--- config.mk ---
export PLATFORM = sky130hd
export DESIGN_NAME = uart_rx_param
export DESIGN_NICKNAME = d
export VERILOG_FILES = /design/src/rtl/uart_rx_param.sv
export SDC_FILE = /design/constraint.sdc
export NUM_CORES = 1
export LEC_CHECK = 0
export CORE_UTILIZATION = 58
export CTS_CLUSTER_DIAMETER = 150
export CTS_CLUSTER_SIZE = 12
export DETAILED_ROUTE_END_ITERATION = 8
export DONT_BUFFER_PORTS = 1
export PLACE_DENSITY = 0.84
export SYNTH_ARGS = -nofsm -noshare
export SYNTH_HDL_FRONTEND = slang
export SYNTH_SLANG_ARGS = --single-unit
--- constraint.sdc ---
create_clock -name clk_rf -period 4.8 [get_ports clk_rf]
set_input_delay 0.96 -clock clk_rf [delete_from_list [all_inputs] [get_ports clk_rf]]
set_output_delay 0.96 -clock clk_rf [all_outputs]
set_load 0.05 [all_outputs]
--- src/rtl/uart_rx_param.sv ---
// Oversampled UART receiver with 3-sample majority vote, framing/overrun detection and FWFT FIFO.
// Optional parity checking is enabled by defining UART_RX_PARITY_EN.
module uart_rx_param #(
   parameter int unsigned DATA_BITS  = 8,
   parameter int unsigned OVERSAMPLE = 16,
   parameter int unsigned FIFO_DEPTH = 16,
   parameter int unsigned PARITY_ODD = 0
) (
   input  logic                          clk_rf,
   input  logic                          rst_n_rf,
   input  logic                          rx_in,
   input  logic                          rd_en,
   input  logic                          err_clr,
   output logic [DATA_BITS-1:0]          rx_data,
   output logic                          rx_empty,
   output logic                          rx_full,
   output logic [$clog2(FIFO_DEPTH):0]   rx_count,
   output logic                          frame_err,
   output logic                          parity_err,
   output logic                          overrun
);

   localparam int unsigned CW = $clog2(OVERSAMPLE);
   localparam int unsigned H  = OVERSAMPLE / 2;
   localparam int unsigned AW = $clog2(FIFO_DEPTH);
   localparam int unsigned BW = $clog2(DATA_BITS);

   localparam logic [CW-1:0] CNT_LAST = CW'(OVERSAMPLE - 1);
   localparam logic [CW-1:0] CNT_HM1  = CW'(H - 1);
   localparam logic [CW-1:0] CNT_H    = CW'(H);
   localparam logic [CW-1:0] CNT_HP1  = CW'(H + 1);
   localparam logic [BW-1:0] BIT_LAST = BW'(DATA_BITS - 1);

   if (DATA_BITS < 5 || DATA_BITS > 9 || OVERSAMPLE < 8 || (OVERSAMPLE % 2) != 0 ||
       FIFO_DEPTH < 2 || (FIFO_DEPTH & (FIFO_DEPTH - 1)) != 0 || PARITY_ODD > 1) begin : g_bad_cfg
      $error("uart_rx_param: illegal parameter set");
   end

`ifdef UART_RX_PARITY_EN
   localparam logic PAR_ODD = (PARITY_ODD != 0);
   typedef enum logic [2:0] {IDLE, START, DATA, PARITY, STOP, WAIT_HI} state_t;
`else
   typedef enum logic [2:0] {IDLE, START, DATA, STOP, WAIT_HI} state_t;
`endif

   state_t state, state_nxt;

   logic                 sync1, rx_s;
   logic [CW-1:0]        cnt;
   logic [BW-1:0]        bit_idx;
   logic [DATA_BITS-1:0] shreg;
   logic                 v0, v1, vote;
   logic                 wr_req, fe_set, pe_set;
`ifdef UART_RX_PARITY_EN
   logic                 par_bad;
`endif

   logic [DATA_BITS-1:0] mem [FIFO_DEPTH];
   logic [AW:0]          wr_ptr, rd_ptr;
   logic                 fifo_empty, fifo_full, do_rd, do_wr;

   // Synchroniser presets to idle level so reset release never looks like a start bit
   always_ff @(posedge clk_rf or negedge rst_n_rf) begin
      if (!rst_n_rf) begin
         sync1 <= 1'b1;
         rx_s  <= 1'b1;
      end else begin
         sync1 <= rx_in;
         rx_s  <= sync1;
      end
   end

   assign vote = (v0 & v1) | (v0 & rx_s) | (v1 & rx_s);

   always_ff @(posedge clk_rf or negedge rst_n_rf) begin
      if (!rst_n_rf) state <= IDLE;
      else           state <= state_nxt;
   end

   always_comb begin
      state_nxt = state;
      wr_req    = 1'b0;
      fe_set    = 1'b0;
      pe_set    = 1'b0;
      case (state)
         IDLE:    if (!rx_s) state_nxt = START;
         START: begin
            if (cnt == CNT_HP1 && vote) state_nxt = IDLE;
            else if (cnt == CNT_LAST)   state_nxt = DATA;
         end
         DATA: begin
            if (cnt == CNT_LAST && bit_idx == BIT_LAST)
`ifdef UART_RX_PARITY_EN
               state_nxt = PARITY;
`else
               state_nxt = STOP;
`endif
         end
`ifdef UART_RX_PARITY_EN
         PARITY:  if (cnt == CNT_LAST) state_nxt = STOP;
`endif
         STOP: begin
            if (cnt == CNT_HP1) begin
               if (!vote) begin
                  fe_set    = 1'b1;
                  state_nxt = WAIT_HI;
`ifdef UART_RX_PARITY_EN
               end else if (par_bad) begin
                  pe_set    = 1'b1;
                  state_nxt = IDLE;
`endif
               end else begin
                  wr_req    = 1'b1;
                  state_nxt = IDLE;
               end
            end
         end
         WAIT_HI: if (rx_s) state_nxt = IDLE;
         default: state_nxt = IDLE;
      endcase
   end

   always_ff @(posedge clk_rf or negedge rst_n_rf) begin
      if (!rst_n_rf) begin
         cnt     <= '0;
         v0      <= 1'b1;
         v1      <= 1'b1;
         bit_idx <= '0;
         shreg   <= '0;
`ifdef UART_RX_PARITY_EN
         par_bad <= 1'b0;
`endif
      end else begin
         if (state_nxt != state || cnt == CNT_LAST) cnt <= '0;
         else                                       cnt <= cnt + 1'b1;
         if (cnt == CNT_HM1) v0 <= rx_s;
         if (cnt == CNT_H)   v1 <= rx_s;
         if (state == START)                        bit_idx <= '0;
         else if (state == DATA && cnt == CNT_LAST) bit_idx <= bit_idx + 1'b1;
         // LSB arrives first, so shifting in at the MSB leaves the word aligned after the last bit
         if (state == DATA && cnt == CNT_HP1) shreg <= {vote, shreg[DATA_BITS-1:1]};
`ifdef UART_RX_PARITY_EN
         if (state == PARITY && cnt == CNT_HP1) par_bad <= vote ^ (^shreg) ^ PAR_ODD;
`endif
      end
   end

   assign fifo_empty = (wr_ptr == rd_ptr);
   assign fifo_full  = (wr_ptr[AW] != rd_ptr[AW]) && (wr_ptr[AW-1:0] == rd_ptr[AW-1:0]);
   assign do_rd      = rd_en && !fifo_empty;
   // A pop in the same cycle frees the slot, so a write into a full FIFO still lands
   assign do_wr      = wr_req && (!fifo_full || do_rd);

   always_ff @(posedge clk_rf) begin
      if (do_wr) mem[wr_ptr[AW-1:0]] <= shreg;
   end

   always_ff @(posedge clk_rf or negedge rst_n_rf) begin
      if (!rst_n_rf) begin
         wr_ptr <= '0;
         rd_ptr <= '0;
      end else begin
         if (do_wr) wr_ptr <= wr_ptr + 1'b1;
         if (do_rd) rd_ptr <= rd_ptr + 1'b1;
      end
   end

   assign rx_data  = fifo_empty ? '0 : mem[rd_ptr[AW-1:0]];
   assign rx_empty = fifo_empty;
   assign rx_full  = fifo_full;
   assign rx_count = wr_ptr - rd_ptr;

   always_ff @(posedge clk_rf or negedge rst_n_rf) begin
      if (!rst_n_rf) begin
         frame_err <= 1'b0;
         overrun   <= 1'b0;
      end else begin
         frame_err <= fe_set | (frame_err & ~err_clr);
         overrun   <= (wr_req & fifo_full & ~do_rd) | (overrun & ~err_clr);
      end
   end

`ifdef UART_RX_PARITY_EN
   always_ff @(posedge clk_rf or negedge rst_n_rf) begin
      if (!rst_n_rf) parity_err <= 1'b0;
      else           parity_err <= pe_set | (parity_err & ~err_clr);
   end
`else
   assign parity_err = 1'b0;
`endif

endmodule
### Yosys cells after proc, flatten, opt, wreduce, memory -nomap -nowiden

Memory sizes are Yosys's and may differ from the RTL's.
Cells that the tools add are included.

* equal/unequal tests: 13
* mux-type cells: 20
* bitwise operators: 13
* reduce and logical (&&, ||, !) cells: 13
* add/subtract/negate cells: 5

Operators with widths (count)
* 3-bit two-way mux: 9
* 3-bit one-hot mux with 5 select lines: 1
* 4-bit equality test (second input constant): 3
* 5-bit by 1-bit adder with 5-bit output (second input constant): 2
* 1-bit two-way mux: 8
* 8-bit two-way mux: 1
* 1-bit AND: 7
* 1-bit logical AND: 7
* 3-bit by 2-bit equality test with 1-bit output (second input constant): 2
* 3-bit equality test (second input constant): 2
* 5-bit equality test: 1
* 5-bit subtractor: 1
* 4-bit by 1-bit adder with 4-bit output (second input constant): 1
* 4-bit by 3-bit equality test with 1-bit output (second input constant): 1
* 4-bit equality test: 1
* 4-bit two-way mux: 1
* 1-bit OR: 4
* 3-bit by 1-bit adder with 3-bit output (second input constant): 1
* 3-bit by 1-bit equality test with 1-bit output (second input constant): 1
* 3-bit logical NOT: 1
* 3-bit != test: 1
* 1-bit logical NOT: 2
* 1-bit logical OR: 2
* 1-bit NOT: 2
* other kinds (2): 2

* memory bits (writable): 128
* logic and storage cells: 77
* bits in registers: 34
* memories: 1
* output and inout bits: 18

Memory list
* mem: depth 16, bits a word 8, read ports 1, clocked after Yosys merged registers in 0, wr ports 1, line 58 `logic [DATA_BITS-1:0] mem [FIFO_DEPTH];`

### Longest topological paths before layout

Gate-level depths: netlist of run 1.

* depth in word-level cells: 9
* mapped depth: 8
* mapped depth without buffers: 7

### Worst setup path before layout of run 1

No wires, ideal clock.

* path kind: register to output
* start point: register rd_ptr[3]
* end point: output port rx_data[6]
* required time: 3.840 ns
* path slack: 1.149 ns
* data arrival time: 2.691 ns
* cell stages (with the launch flop): 8
* buffers on the path: 1
* cells stage by stage: dfrtp_1 > inv_2 > buf_1 > ha_1 > and4_1 > nand2_1 > nand2_1 > o22ai_1

* longest elaborated chain between the ends: 2
* elaborated cells between the ends (all ways): 3

Ends and longest elaborated chain
* start: declaration: line 59 `logic [AW:0] wr_ptr, rd_ptr;`
* start signal: assignment: line 164 `if (do_rd) rd_ptr <= rd_ptr + 1'b1;`
* memory 16 x 8 bit or 5-bit equality test (tied branches)
* 8-bit two-way mux *: line 168 `assign rx_data = fifo_empty ? '0 : mem[rd_ptr[AW-1:0]];`
* end: declaration: line 14 `output logic [DATA_BITS-1:0] rx_data,`

Every way passes the cells marked *; elsewhere a longest branch is shown, timed or not.

### Final worst setup path of run 1

* start point: register rd_ptr[3]
* end point: output port rx_data[3]

Same word-level chain as after synthesis.

==> results of run 1 <==
## critical path, cell delays in order (launching register included)
cell	delay, ps
dfrtp_1	410
inv_2	440
ha_1	390
and4_1	220
nand2_1	190
nand2_1	300
o22ai_1	360
buf_4	260
## power breakdown
part,leakage [nW],switching [W],internal (W)
Combinational,0.850,0.000800,0.000493
Clock,0.318,0.000548,0.000893
Sequential,1.39,0.000114,0.00156
Total,2.55,0.00146,0.00295
## placed cells by master, fill, tap and decap left out, types with 2 or more instances in the layout
| cell | Yosys | final |
|---|---|---|
| clkinv_2 | 0 | 3 |
| inv_6 | 0 | 5 |
| xnor2_1 | 12 | 12 |
| edfxtp_1 | 128 | 128 |
| nand2_1 | 14 | 14 |
| nor3_1 | 7 | 7 |
| nor3b_1 | 2 | 2 |
| a21o_1 | 3 | 3 |
| clkbuf_16 | 0 | 17 |
| or3_1 | 3 | 3 |
| a211oi_1 | 4 | 4 |
| mux2i_1 | 16 | 16 |
| mux2_2 | 11 | 11 |
| a21oi_1 | 5 | 5 |
| bufinv_16 | 0 | 4 |
| ha_1 | 14 | 14 |
| dfrtp_1 | 30 | 29 |
| xor2_1 | 3 | 3 |
| nand3_1 | 9 | 9 |
| nand3b_1 | 2 | 2 |
| nor2_1 | 18 | 18 |
| and3_1 | 2 | 2 |
| o22ai_1 | 9 | 9 |
| buf_4 | 1 | 17 |
| nand2b_1 | 3 | 3 |
| dfstp_2 | 4 | 4 |
| nand4_1 | 2 | 2 |
| mux4_2 | 32 | 32 |
| and3b_1 | 2 | 2 |
| inv_1 | 17 | 17 |
## worst max-delay path by stage
stage	from	depth (start not counted)	slack (ps)	endpoint
detailed placement	rd_ptr[0]$_DFFE_PN0P_	6	1320	rx_data[3]
finish	rd_ptr[3]$_DFFE_PN0P_	7	830	rx_data[3]
CTS	rd_ptr[3]$_DFFE_PN0P_	7	860	rx_data[3]
global route	rd_ptr[0]$_DFFE_PN0P_	6	740	rx_data[3]
floorplan	rd_ptr[3]$_DFFE_PN0P_	7	1150	rx_data[6]
global placement	rd_ptr[0]$_DFFE_PN0P_	6	1440	rx_data[3]
## registers in the layout, summed over array words and instances, names as in the netlist
| signal | count |
|---|---|
| rx_s | 1 |
| frame_err | 1 |
| overrun | 1 |
| v0 | 1 |
| mem | 128 |
| rd_ptr | 5 |
| bit_idx | 3 |
| cnt | 4 |
| state | 3 |
| shreg | 8 |
| v1 | 1 |
| sync1 | 1 |
| wr_ptr | 5 |
## logic make-up (layout without fill, tap and decap cells)
logic type	Yosys count	count (layout)	synth area share
simple gates	70	70	0.0544
buf+inv	32	67	0.0204
other cells	1	1	0.000555
fa+ha+maj	16	16	0.0304
flops	162	162	0.695
xor+xnor	15	15	0.0194
mux	59	59	0.149
compound gates	28	28	0.0309
## cell type report
type	count	share of cell area
Sequential cell	162	0.616
Inverter	18	0.00885
Timing Repair Buffer	17	0.0167
Tap cell	143	0.0234
Multi-Input combinational cell	189	0.252
Clock buffer	18	0.0575
Clock inverter	14	0.0261
## layer usage
layer,GRT usage,share of wire
met1,0.291,0.38
met2,0.414,0.51
met3,0.0812,0.073
met4,0.127,0.030
met5,0,0
## metrics by stage
step / power, W / setup slack [ps] / utilization
6_report: 0.00441 / 835 / 0.672
5_1_grt: 0.00458 / 741 / 0.672
2_1_floorplan: 0.00269 / 1150 / -
3_3_place_gp: 0.00296 / 1440 / 0.615
3_5_place_dp: 0.00300 / 1320 / 0.615
4_1_cts: 0.00444 / 864 / 0.672
==> flow_summary.toml, run 1 <==
[die]
die-height_um = 110
start_util = 0.594
dieArea_um2 = 12100
core_um2 = 11400
std_cell_rows = 39
chipWidth_um = 110
ioPinCount = 23

[flow_run]
max-cap-violations = 0

[finish]
regArea_um2 = 4700
diodes = 0
final_area_um2 = 7630
drive_gt1_frac = 0.249
multi_input_area_um2 = 1920
fill_cells = 720
area_delta_synth_final_pct = 13.0
fin_nets = 425
final_cell_count_no_fill = 561

[synth]
synthArstFlopShare = 0.210
yosysMostFrequentCell = "edfxtp_1"
ys_seq_elements = 162
yosys_most_used_dff = "edfxtp_1"
synth.distinct_cells = 48
yosysTopAreaCell = "edfxtp_1"
ys_warn_count = 0
synth_area_um2 = 6760
avgSynthCellArea_um2 = 17.6
synth_nets = 403
synth_cells = 383
synth_edf_count = 128
ys_seq_area_frac = 0.695
synthTopCellsByCount = "edfxtp_1, mux4_2, dfrtp_1"
yosysTopAreaCellShare = 0.569
synth.area.top_cells = "edfxtp_1, dfrtp_1, mux4_2, ha_1, mux2i_1"

[sta]
relSlewSlack = 0.159
finalCritPeriodShare = 0.826
hold_viol = 0
timing.setup.tns_ps = 0
fin_hold_ws_ps = 221
fin_crit_ps = 3970
tightest_slew_ps = 1250
maxSlewViolCount = 0
fmax_mhz = 252
rsz0062_at_grt = "no"
skew_ps = 5.83
finalSetupViolCount = 0

[power_and_ir_drop]
p_leak_nw = 2.55
vdd_drop_max_mv = 0.574
p_per_area_nw_per_um2 = 578

[cts]
clock-root-buffer = "clkbuf_16"
clock-sinks = 162
postCtsSetupBuffers = 0
cts_resized = 0
htree_levels = 4
clk_latency_ps = 430
clk_pin_slew_worst_paths_ps = 60
cts_hold_buf = 0
numCtsBuffers = 17
clockBufferDepth = 2
cts_tree = "yes"

[global_route]
grt_start_max_net_pins = 37
grt_first_pass_wirelength_mm = 20.2
grt_pass1_vias = 3562
grt-ovfl-total = 0
antenna_found_initial = 0
track_usage = 0.250

[critical_path]
worstSetupEndpointType = "output pin"
required_ps = 3840
path_class = "reg -> out"
arrival_ps = 3010
start_kind = "flip-flop"
rrSetupSlack_ps = 1700
rr_endpoint = "mem[5][1]$_DFFE_PP_"
r2r-start = "rd_ptr[3]$_DFFE_PN0P_"
reg2reg_depth = 6
worstPathMaxFanout = 18

[placement]
gp_congestion = 0.724
dpl_cell_area_um2 = 7000
post-dp-hpwl_mm = 7.95
port_buffers = 0
dp.cells = 529

[outcome]
status = "complete, no violations"

[routing]
vias = 3491
dr.pass1.iters = 5
vias_per_cell = 6.22
drt-initial-drc-count = 301
drcViolationCount = 0
antenna_left = 0
drt_wl_total_mm = 13.4
wl_per_cell_um = 23.8

[worst_hold_path]
min_path_type = "in -> async"
(Power assumes the default switching activity.)
==> run 2: changes to the inputs <==
- ABC_AREA: unset -> 1
- clock period: 4.8 -> 4 ns (I/O delays scaled with it)
==> flow_summary.toml, run 2 <==
[outcome]
status = "complete, no violations"

[cts]
clockBufferDepth = 2
cts_hold_buf = 0
clk_latency_ps = 420
clock-root-buffer = "clkbuf_16"
cts_tree = "yes"
clk_pin_slew_worst_paths_ps = 60
htree_levels = 4
numCtsBuffers = 17
cts_resized = 0
postCtsSetupBuffers = 0
clock-sinks = 162

[global_route]
grt_first_pass_wirelength_mm = 24.1
grt_start_max_net_pins = 65
track_usage = 0.259
antenna_found_initial = 0
grt_pass1_vias = 4789
grt-ovfl-total = 0

[synth]
synth_cells = 641
yosysTopAreaCell = "edfxtp_1"
synth.distinct_cells = 32
ys_warn_count = 0
synth.area.top_cells = "edfxtp_1, dfrtp_1, nor2_1, nand2_1, o21ai_0"
synthTopCellsByCount = "nor2_1, edfxtp_1, nand2_1"
ys_seq_elements = 162
synth_nets = 661
synth_edf_count = 128
synthArstFlopShare = 0.210
avgSynthCellArea_um2 = 11.0
yosysTopAreaCellShare = 0.547
yosys_most_used_dff = "edfxtp_1"
yosysMostFrequentCell = "nor2_1"
synth_area_um2 = 7030
ys_seq_area_frac = 0.668

[sta]
relSlewSlack = 0.418
fin_ws_ps = 424
finalCritPeriodShare = 0.894
skew_ps = 6.21
tightest_slew_ps = 871
fin_hold_ws_ps = 70.8
fmax_mhz = 280
finalSetupViolCount = 0
maxSlewViolCount = 0
fin_crit_ps = 3580
timing.setup.tns_ps = 0
hold_viol = 0
rsz0062_at_grt = "no"

[power_and_ir_drop]
p_per_area_nw_per_um2 = 727
vdd_drop_max_mv = 0.377
p_leak_nw = 3.03

[die]
chipWidth_um = 112
start_util = 0.606
dieArea_um2 = 12600
ioPinCount = 23
die-height_um = 112
core_um2 = 11600
std_cell_rows = 39

[placement]
dp.cells = 776
dpl_cell_area_um2 = 7200
post-dp-hpwl_mm = 9.66
place_worst_setup_slack_ps = 787
port_buffers = 0
gp_congestion = 0.865

[critical_path]
path_class = "reg -> out"
worstSetupEndpointType = "output pin"
path_cells = "buf_4 -> ha_1 -> nand4_2 -> nor2_4 -> a21oi_1 -> buf_4"
rrSetupSlack_ps = 760
arrival_ps = 2780
r2r-start = "rd_ptr[0]$_DFFE_PN0P_"
slowest_stage = "dfrtp_2"
start_kind = "flip-flop"
crit_buf_inv = 2
slowest_delay_ps = 570
required_ps = 3200
worstPathMaxFanout = 52
reg2reg_depth = 10
crit_top_cell = "buf_4"
rr_endpoint = "mem[5][1]$_DFFE_PP_"
critical-path-top-delay-family = "buffers and inverters"

[finish]
drive_gt1_frac = 0.111
fin_nets = 672
most-common-layout-cells = "nor2_1, edfxtp_1, nand2_1"
final_cell_count_no_fill = 808
largest_reg_flops = 128
diodes = 0
area_delta_synth_final_pct = 10.1
final_common_cell = "nor2_1"
final_area_um2 = 7740

[routing]
drt_wl_total_mm = 15.3
wl_per_cell_um = 18.9
vias = 4831
drt-initial-drc-count = 402
antenna_left = 0
vias_per_cell = 5.98
drcViolationCount = 0
dr.pass1.iters = 5

[worst_hold_path]
min_path_type = "in -> async"

[flow_run]
max-cap-violations = 0
run 2: cell families (layout without fill, tap and decap cells):
family,count (synthesis),count (layout),share of synthesized area
buffers and inverters,65,89,0.0402
other,1,1,0.000533
and+or+nand+nor,287,287,0.173
AOI/OAI and AO/OA,96,96,0.0719
DFF,162,162,0.668
adders and majority gates,15,15,0.0278
xor gates and xnor gates,15,15,0.0187
run 2: through the flow:
step,utilization,total power [W]
2_1_floorplan,-,0.00362
3_3_place_gp,0.620,0.00406
3_5_place_dp,0.620,0.00414
4_1_cts,0.666,0.00561
5_1_grt,0.666,0.00589
6_report,0.666,0.00563
run 2: power by group:
group          leakage [nW]  switching (W)  total (W)  internal [W]
registers              1.64       0.000111    0.00199       0.00188
logic                  1.13        0.00155    0.00217      0.000615
clock network         0.259       0.000625    0.00148      0.000852
run 2: worst reg2reg max path, delay by kind of cell, from the launching register on:
kind          cells  cell delay (ps)
buf+inv           3              870
fa+ha+maj         1              360
flops             1              570
simple gates      6             1080
run 2: how the worst max path moves through the flow:
stage / startpoint / to / slack (ps) / cells past startpoint
finish: rd_ptr[0]$_DFFE_PN0P_ / rx_data[4] / 420 / 6
global route: rd_ptr[0]$_DFFE_PN0P_ / rx_data[1] / 250 / 8
CTS: rd_ptr[0]$_DFFE_PN0P_ / rx_data[4] / 450 / 6
detailed placement: rd_ptr[0]$_DFFE_PN0P_ / mem[14][7]$_DFFE_PP_ / 790 / 10
global placement: rd_ptr[0]$_DFFE_PN0P_ / mem[14][2]$_DFFE_PP_ / 950 / 10
floorplan: rd_ptr[1]$_DFFE_PN0P_ / rx_data[0] / 1080 / 7
run 2: cell type report:
class,instances,area (um^2)
repair buffers,14,105
clock inverters,13,110
well taps,143,179
inverters,43,161
flip-flops and latches,162,4700
fillers,789,3870
multi-input cells,414,2050
clock buffers,19,433
run 2: layer usage:
layer	vias up	share of wire	GRT usage	routed length [um]
li1	2186	-	-	-
met4	0	0.029	0.135	445
met3	36	0.092	0.0599	1410
met5	-	0	0	0
met2	285	0.50	0.429	7660
met1	2324	0.38	0.320	5770
==> run 3: changes to the inputs <==
- CORE_UTILIZATION: 58 -> 30
- CTS_BUF_LIST: unset -> sky130_fd_sc_hd__clkbuf_16
- PLACE_DENSITY: 0.84 -> 0.54
- REMOVE_ABC_BUFFERS: unset -> 1
==> flow_summary.toml, run 3 (synthesis gave the netlist of run 2 again) <==
[finish]
largest_reg_flops = 128
drive_gt1_frac = 0.120
most-common-layout-cells = "nor2_1, edfxtp_1, nand2_1"
fin_nets = 676
diodes = 0
regArea_um2 = 4700
fill_cells = 2287
area_delta_synth_final_pct = 14.4
multi_input_area_um2 = 2050
final_common_cell = "nor2_1"

[cts]
clockBufferDepth = 2
clk_latency_ps = 420
cts_tree = "yes"
postCtsSetupBuffers = 0
clock-root-buffer = "clkbuf_16"
cts_resized = 0
numCtsBuffers = 17
htree_levels = 4
cts_hold_buf = 0
clock-sinks = 162
clk_pin_slew_worst_paths_ps = 70

[critical_path]
arrival_ps = 2700
endpoint = "rx_data[0]"
worstSetupEndpointType = "output pin"
rrSetupSlack_ps = 980
path_class = "reg -> out"
rr_endpoint = "mem[12][2]$_DFFE_PP_"
crit_cells = 7
crit_start = "rd_ptr[0]$_DFFE_PN0P_"
r2r-start = "rd_ptr[1]$_DFFE_PN0P_"
reg2reg_depth = 10
path_cells = "inv_2 -> buf_4 -> nor2_1 -> o211ai_1 -> nand3_1 -> a21oi_1 -> buf_4"
slowest_stage = "inv_2"
start_kind = "flip-flop"
crit_top_cell = "buf_4"
required_ps = 3200
critical-path-top-delay-family = "buffers and inverters"
worstPathMaxFanout = 49
crit_buf_inv = 3
slowest_delay_ps = 620

[power_and_ir_drop]
p_switching_w = 0.00223
p_int_w = 0.00350
power_switching_share = 0.390
p_leak_nw = 3.10
clkPwrFrac = 0.283
power_frac_seq = 0.346
total_power_w = 0.00573
combPwrFrac = 0.371
p_per_area_nw_per_um2 = 712
vdd_drop_max_mv = 0.319

[placement]
post-dp-hpwl_mm = 9.36
gp_congestion = 0.767
port_buffers = 0

[global_route]
grt-ovfl-total = 0
track_usage = 0.133
grt_first_pass_wirelength_mm = 24.0
antenna_found_initial = 0
grt_pass1_vias = 4315
grt_start_max_net_pins = 50

[routing]
vias = 4364
vias_per_cell = 4.44
drt-initial-drc-count = 324
dr.pass1.iters = 5
antenna_left = 0
drcViolationCount = 0
wl_per_cell_um = 15.1
drt_wl_total_mm = 14.8

[die]
std_cell_rows = 55
dieArea_um2 = 24100
ioPinCount = 23
chipWidth_um = 155
core_um2 = 22800
start_util = 0.308
die-height_um = 155

[outcome]
status = "complete, no violations"

[sta]
fin_crit_ps = 3500
hold_viol = 0
finalSetupViolCount = 0
maxSlewViolCount = 0
rsz0062_at_grt = "no"
skew_ps = 9.71
timing.setup.tns_ps = 0
finalCritPeriodShare = 0.875
tightest_slew_ps = 868
fmax_mhz = 286
relSlewSlack = 0.419

[flow_run]
max-cap-violations = 0

[worst_hold_path]
min_path_type = "in -> async"
[run 3: through the flow]
step / utilization / std cells / hold WS, ps / area [um^2] / setup WS [ps]
final: 0.352 / 982 / 63.9 / 8040 / 500
after floorplan: - / 619 / 345 / 6910 / 384
after CTS: 0.352 / 982 / 43.4 / 8040 / 409
after detailed placement: 0.326 / 950 / 348 / 7440 / 869
after global placement: 0.326 / 950 / 347 / 7440 / 914
after global routing: 0.352 / 982 / 36.3 / 8040 / 260
[run 3: how the worst min path moves through the flow]
stage	start	end	slack, ps	cells past startpoint
floorplan	sync1$_DFF_PN1_	rx_s$_DFF_PN1_	350	0
global placement	sync1$_DFF_PN1_	rx_s$_DFF_PN1_	350	0
detailed placement	sync1$_DFF_PN1_	rx_s$_DFF_PN1_	350	0
CTS	rst_n_rf	bit_idx[2]$_DFFE_PN0P_	40	0
global route	rst_n_rf	state[0]$_DFF_PN0_	40	0
finish	rst_n_rf	state[0]$_DFF_PN0_	60	0
[run 3: final cells by class]
| type | count | area share |
|---|---|---|
| Timing Repair Buffer | 18 | 0.0168 |
| Clock buffer | 21 | 0.0653 |
| Clock inverter | 11 | 0.00980 |
| Tap cell | 313 | 0.0487 |
| Inverter | 43 | 0.0201 |
| Sequential cell | 162 | 0.584 |
| Multi-Input combinational cell | 414 | 0.255 |
[run 3: power by group through the flow]
stage                     sequential, W  combinational [W]  clock (W)
after floorplan                 0.00208            0.00145          0
after global placement          0.00202            0.00215          0
after CTS                       0.00198            0.00216    0.00165
final                           0.00198            0.00213    0.00162
after detailed placement        0.00202            0.00216          0
after global routing            0.00200            0.00234    0.00172
[run 3: routing by layer]
metal	vias to the layer above	wire length (um)	GRT usage
li1	2192	-	-
met1	2093	6760	0.166
met2	65	7490	0.228
met3	14	414	0.0279
met4	0	191	0.0467
met5	-	0	0
